## src/rtl/timer_bcd_down_counter.sv

```systemverilog
// Cascadable BCD down-counter timer with load/start/pause control and one-shot done.
// The top digit saturates at TOP_MAX so that TOP_MAX=5 counts seconds in mm:ss chains.
//
// state     | meaning
// IDLE      | loaded or reset, waiting for start
// RUN       | decrementing once per accepted tick
// PAUSED    | count frozen until start
// DONE      | reached zero without wrap, frozen until load
module timer_bcd_down_counter #(
  parameter int DIGITS  = 2,
  parameter int TOP_MAX = 9,
  parameter bit WRAP    = 1'b0
) (
  input  logic                clock,
  input  logic                reset,
  input  logic                load,
  input  logic [4*DIGITS-1:0] set,
  input  logic                start,
  input  logic                pause,
  input  logic                tick,
  output logic [4*DIGITS-1:0] q_bus,
  output logic                running,
  output logic                done,
  output logic                trigger_next
);

  localparam int W = 4 * DIGITS;
  localparam logic [3:0] TOP_LIM = 4'(TOP_MAX);

  localparam logic [1:0] ST_IDLE   = 2'd0;
  localparam logic [1:0] ST_RUN    = 2'd1;
  localparam logic [1:0] ST_PAUSED = 2'd2;
  localparam logic [1:0] ST_DONE   = 2'd3;

  logic [1:0]   state_q, state_d;
  logic [W-1:0] count_q, count_d;
  logic         done_q, done_d;
  logic         armed_q, armed_d;

  logic [W-1:0] set_clamped;
  logic [W-1:0] full_scale;
  logic [W-1:0] count_dec;
  logic         count_zero;

  always_comb begin : clamp_and_full
    logic [3:0] dig;
    logic [3:0] lim;
    set_clamped = '0;
    full_scale  = '0;
    dig         = '0;
    lim         = '0;
    for (int i = 0; i < DIGITS; i++) begin
      lim = (i == DIGITS - 1) ? TOP_LIM : 4'd9;
      dig = set[4*i +: 4];
      set_clamped[4*i +: 4] = (dig > lim) ? lim : dig;
      full_scale[4*i +: 4]  = lim;
    end
  end

  // Ripple borrow: a zero digit rolls to its maximum and passes the borrow upward.
  always_comb begin : bcd_decrement
    logic       borrow;
    logic [3:0] dig;
    borrow    = 1'b1;
    dig       = '0;
    count_dec = count_q;
    for (int i = 0; i < DIGITS; i++) begin
      dig = count_q[4*i +: 4];
      if (borrow) begin
        if (dig == 4'd0) begin
          count_dec[4*i +: 4] = (i == DIGITS - 1) ? TOP_LIM : 4'd9;
        end else begin
          count_dec[4*i +: 4] = dig - 4'd1;
          borrow = 1'b0;
        end
      end
    end
  end

  assign count_zero = (count_q == '0);

  always_comb begin
    state_d = state_q;
    count_d = count_q;
    done_d  = 1'b0;
    armed_d = 1'b1;
    // The first edge after reset release only arms the block; inputs are dropped.
    if (!armed_q) begin
      state_d = state_q;
    end else if (load) begin
      count_d = set_clamped;
      state_d = ST_IDLE;
    end else begin
      case (state_q)
        ST_IDLE: begin
          if (start && !count_zero) state_d = ST_RUN;
        end
        ST_PAUSED: begin
          if (start) state_d = ST_RUN;
        end
        ST_RUN: begin
          if (start) begin
            state_d = ST_RUN;
          end else if (pause) begin
            state_d = ST_PAUSED;
          end else if (tick) begin
            if (count_zero) begin
              if (WRAP) begin
                count_d = full_scale;
                done_d  = 1'b1;
              end else begin
                state_d = ST_DONE;
              end
            end else begin
              count_d = count_dec;
              if (!WRAP && (count_dec == '0)) begin
                done_d  = 1'b1;
                state_d = ST_DONE;
              end
            end
          end
        end
        default: begin
          state_d = ST_DONE;
        end
      endcase
    end
  end

  always_ff @(posedge clock or posedge reset) begin
    if (reset) begin
      state_q <= ST_IDLE;
      count_q <= '0;
      done_q  <= 1'b0;
      armed_q <= 1'b0;
    end else begin
      state_q <= state_d;
      count_q <= count_d;
      done_q  <= done_d;
      armed_q <= armed_d;
    end
  end

  assign q_bus        = count_q;
  assign running      = (state_q == ST_RUN);
  assign done         = done_q;
  assign trigger_next = WRAP ? (running & tick & count_zero) : 1'b0;

endmodule

```

## config.mk

```make
export PLATFORM = sky130hd
export DESIGN_NAME = timer_bcd_down_counter
export DESIGN_NICKNAME = d
export VERILOG_FILES = /design/src/rtl/timer_bcd_down_counter.sv
export SDC_FILE = /design/constraint.sdc
export NUM_CORES = 1
export LEC_CHECK = 0
export ABC_AREA = 0
export CAP_MARGIN = 20
export CORE_MARGIN = 10
export CORE_UTILIZATION = 50
export DETAILED_ROUTE_END_ITERATION = 10
export GPL_TIMING_DRIVEN = 0
export PLACE_DENSITY = 0.88
export SETUP_SLACK_MARGIN = 0.3
export SYNTH_ARGS = -nofsm -noshare
export SYNTH_HDL_FRONTEND = slang
export SYNTH_SLANG_ARGS = --single-unit
```

## constraint.sdc

```tcl
create_clock -name clock -period 5.3 [get_ports clock]
set_input_delay 1.06 -clock clock [delete_from_list [all_inputs] [get_ports clock]]
set_output_delay 1.06 -clock clock [all_outputs]
set_load 0.01 [all_outputs]
```

==> results.cfg <==
[power_and_ir_drop]
power_switching_w = 0.0000966
p_sw_share_pct = 32.2
peakVddDrop_v = 0.000206
power_frac_clock_pct = 25.3
power.static_leakage_nw = 0.477
internal_power_w = 0.000204
combinationalPowerShare_pct = 33.9
power_density_nw_per_um2 = 255
seq_power_share_pct = 40.9

[synthesis]
syn_avg_cell_area_sq_um = 9.24
yosysUniqueCellTypes = 44
post_synth_edffs = 0
yosysTopAreaCellShare_pct = 33.9
yosysWarnings = 0
synth.area.top_cells = sky130_fd_sc_hd__dfrtp_1 34%, sky130_fd_sc_hd__bufbuf_16 3.7%, sky130_fd_sc_hd__o21ai_0 3.4%
synth-async-reset-ratio_pct = 100
yosysSeqAreaShare_pct = 33.9
synthCells = 96
synthesis.nets = 110
synth_top_area_cell = sky130_fd_sc_hd__dfrtp_1
synth_ff_type = sky130_fd_sc_hd__dfrtp_1
synth_area_sq_um = 887
synth_seq_cells = 12

[detailed_routing]
antenna_violating_nets_post_route = 0
drc = 0
dr_wl_met3_microns = 162
drt_iter0_drc = 31
route.final.wire_length_microns = 2250
top_sig_layer = met4
first_pass_iters = 5
drt-wirelength-per-cell_microns = 15.3
detailroute.via_count = 840
wirelength_met1_microns = 986
route.met2.wl_microns = 1060
viasPerCell = 5.71

[sta]
finalHoldViolations = 0
finalSetupViolations = 0
rsz_0062_raised_after_global_routing = no
report.final.slew_viol_count = 0
post-route-period-util_pct = 49.4
period_minus_ws_final_ps = 2620
maximum_clock_frequency_mhz = 382
timing.clock.skew_ps = 0.753
setup-tns-final_ps = 0

[critical_path]
timing.rr.end = q_bus[1]
critical_path_required_ps = 5500
critical_path.slowest_cell = sky130_fd_sc_hd__or4_1
arrival_ps = 2820
critical_path.endpoint_type = flip-flop
worst-path-max-fanout = 5
worst_r2r_startpoint = q_bus[2]
critPathMaxStageDelay_ps = 500
worst-r2r-setup-slack_ps = 3310
worstSetupStartpointType = input pin
timing.critical_path.cells = clkdlybuf4s50_1 > nor4b_2 > nand2_1 > or4_1 > a22oi_1
reg2reg_depth = 4
start_point_of_the_critical_path = start
path_class = input pin to flip-flop

[clock_tree]
cts_hold_buf = 0
clkLatencyLatePin_ps = 280
clock_path_buffers = 2
clk_transition_reported_paths_ps = 80
tritoncts_sinks = 12
number_of_buffers_created_by_cts = 3
post_cts_resize_count = 0
clock_tree_from_tritoncts = built
cts-root-buf = sky130_fd_sc_hd__clkbuf_4
htree_levels = 1
post-cts-setup-buffer-count = 0

[placed_design]
dp_hpwl_microns = 1740
port_buffers = 22
place_inst = 143
gp_congestion = 0.870

[global_routing]
grt_pass1_wl_microns = 3660
grt_start_max_net_pins = 13
grt_pass1_vias = 808
globalRouteOverflowTotal = 0
number_of_antenna_violations_at_the_first_check_in_global_routing = 0
global_route.usage.total_pct = 11.1

[outcome]
status = complete, no violations

[die]
die_h_microns = 62.1
initial_utilization_pct = 51.9
floorplan.io_pins = 25
core_area_sq_um = 1710
total_die_area_sq_um = 3860
fp.dieW_microns = 62.1
placement_rows = 15

[cells_and_area]
final-instance-count-excl-fill = 147
antenna_cells_inserted = 0
post_route_cells_drive_above_1_share_pct = 15.6
area_growth_pct = 32.4
finalNetCount = 137

[worst_hold_path]
min_to = state_q[0]
min_delay_path_depth = 1
worstHoldStart = state_q[0]
hold_path.class = flip-flop to flip-flop

[job]
max_cap_viol_count = 0
how the worst max path moves through the flow:
| stage | endpoint | slack, ps | depth (start not counted) |
|---|---|---|---|
| after global routing | q_bus[0] | 2560 | 5 |
| after global placement | q_bus[0] | 2410 | 5 |
| after floorplan | q_bus[0] | 3010 | 4 |
| after CTS | q_bus[0] | 2690 | 5 |
| final | q_bus[0] | 2680 | 5 |
| after detailed placement | q_bus[0] | 2410 | 5 |
registers in the layout, indices dropped and copies added (netlist names):
name / flops
armed_q: 1
done: 1
q_bus: 8
state_q: 2
cells in the mapped netlist, types with 2 or more instances:
master	count
sky130_fd_sc_hd__o22ai_1	2
sky130_fd_sc_hd__or2_2	2
sky130_fd_sc_hd__and2_2	2
sky130_fd_sc_hd__nand2_1	7
sky130_fd_sc_hd__inv_1	8
sky130_fd_sc_hd__nor2_1	8
sky130_fd_sc_hd__a21oi_1	3
sky130_fd_sc_hd__dfrtp_1	12
sky130_fd_sc_hd__nor3_1	4
sky130_fd_sc_hd__o2111ai_1	2
sky130_fd_sc_hd__a22oi_1	3
sky130_fd_sc_hd__a21o_1	3
sky130_fd_sc_hd__o21ai_0	6
sky130_fd_sc_hd__conb_1	2
sky130_fd_sc_hd__or4_1	2
sky130_fd_sc_hd__a32oi_1	2
layout by cell type, fill, tap and decap left out, drive strengths merged, types with 3 or more instances in the layout:
master         synthesis  final
a21oi                  3      3
clkdlybuf4s50          0     22
clkbuf                 1      5
nor2                   8      8
dfrtp                 12     12
o21ai                  6      6
a22oi                  3      3
a21o                   4      4
nor3                   4      4
or4                    3      3
inv                    8      8
nand2                  7      7
per-stage QoR:
step	worst slack (ps)	util (%)	area [sq um]	hold slack [ps]	power [W]
floorplan	3010	-	887	509	0.000179
global placement	2410	66.7	1140	525	0.000223
detailed placement	2410	66.7	1140	544	0.000226
CTS	2690	68.8	1170	567	0.000300
global route	2560	68.8	1170	583	0.000314
finish	2680	68.8	1170	563	0.000300
power by group through the flow:
stage / clock network [W] / registers (W) / logic, W
floorplan: 0 / 0.000125 / 0.0000536
global placement: 0 / 0.000123 / 0.0000994
detailed placement: 0 / 0.000124 / 0.000102
CTS: 0.0000754 / 0.000122 / 0.000102
global route: 0.0000784 / 0.000125 / 0.000110
finish: 0.0000758 / 0.000123 / 0.000102
cell families after synthesis:
group	after synthesis	synth area share (%)
compound gates	32	29.3
other cells	2	0.847
mux	1	1.13
flops	12	33.9
buf+inv	13	11.1
simple gates	36	23.7
critical path, delay by kind of cell:
kind	cells	cell delay, ps
and+or+nand+nor	3	1140
buffers and inverters	1	470
AOI/OAI and AO/OA	1	140
final cells by class:
type,count,area (sq um)
fillers,125,533
plain buffers,4,65.1
flip-flops and latches,12,300
multi-input cells,71,488
clock buffers,4,36.3
repair buffers,22,220
inverters,9,33.8
well taps,25,31.3
metal layers:
layer,vias to the layer above,track usage (%)
met3,5,3.76
met4,0,5.14
li1,411,-
met1,393,12.0
met2,31,18.7
met5,-,0
No activity file was read; power rests on OpenSTA's default activity.
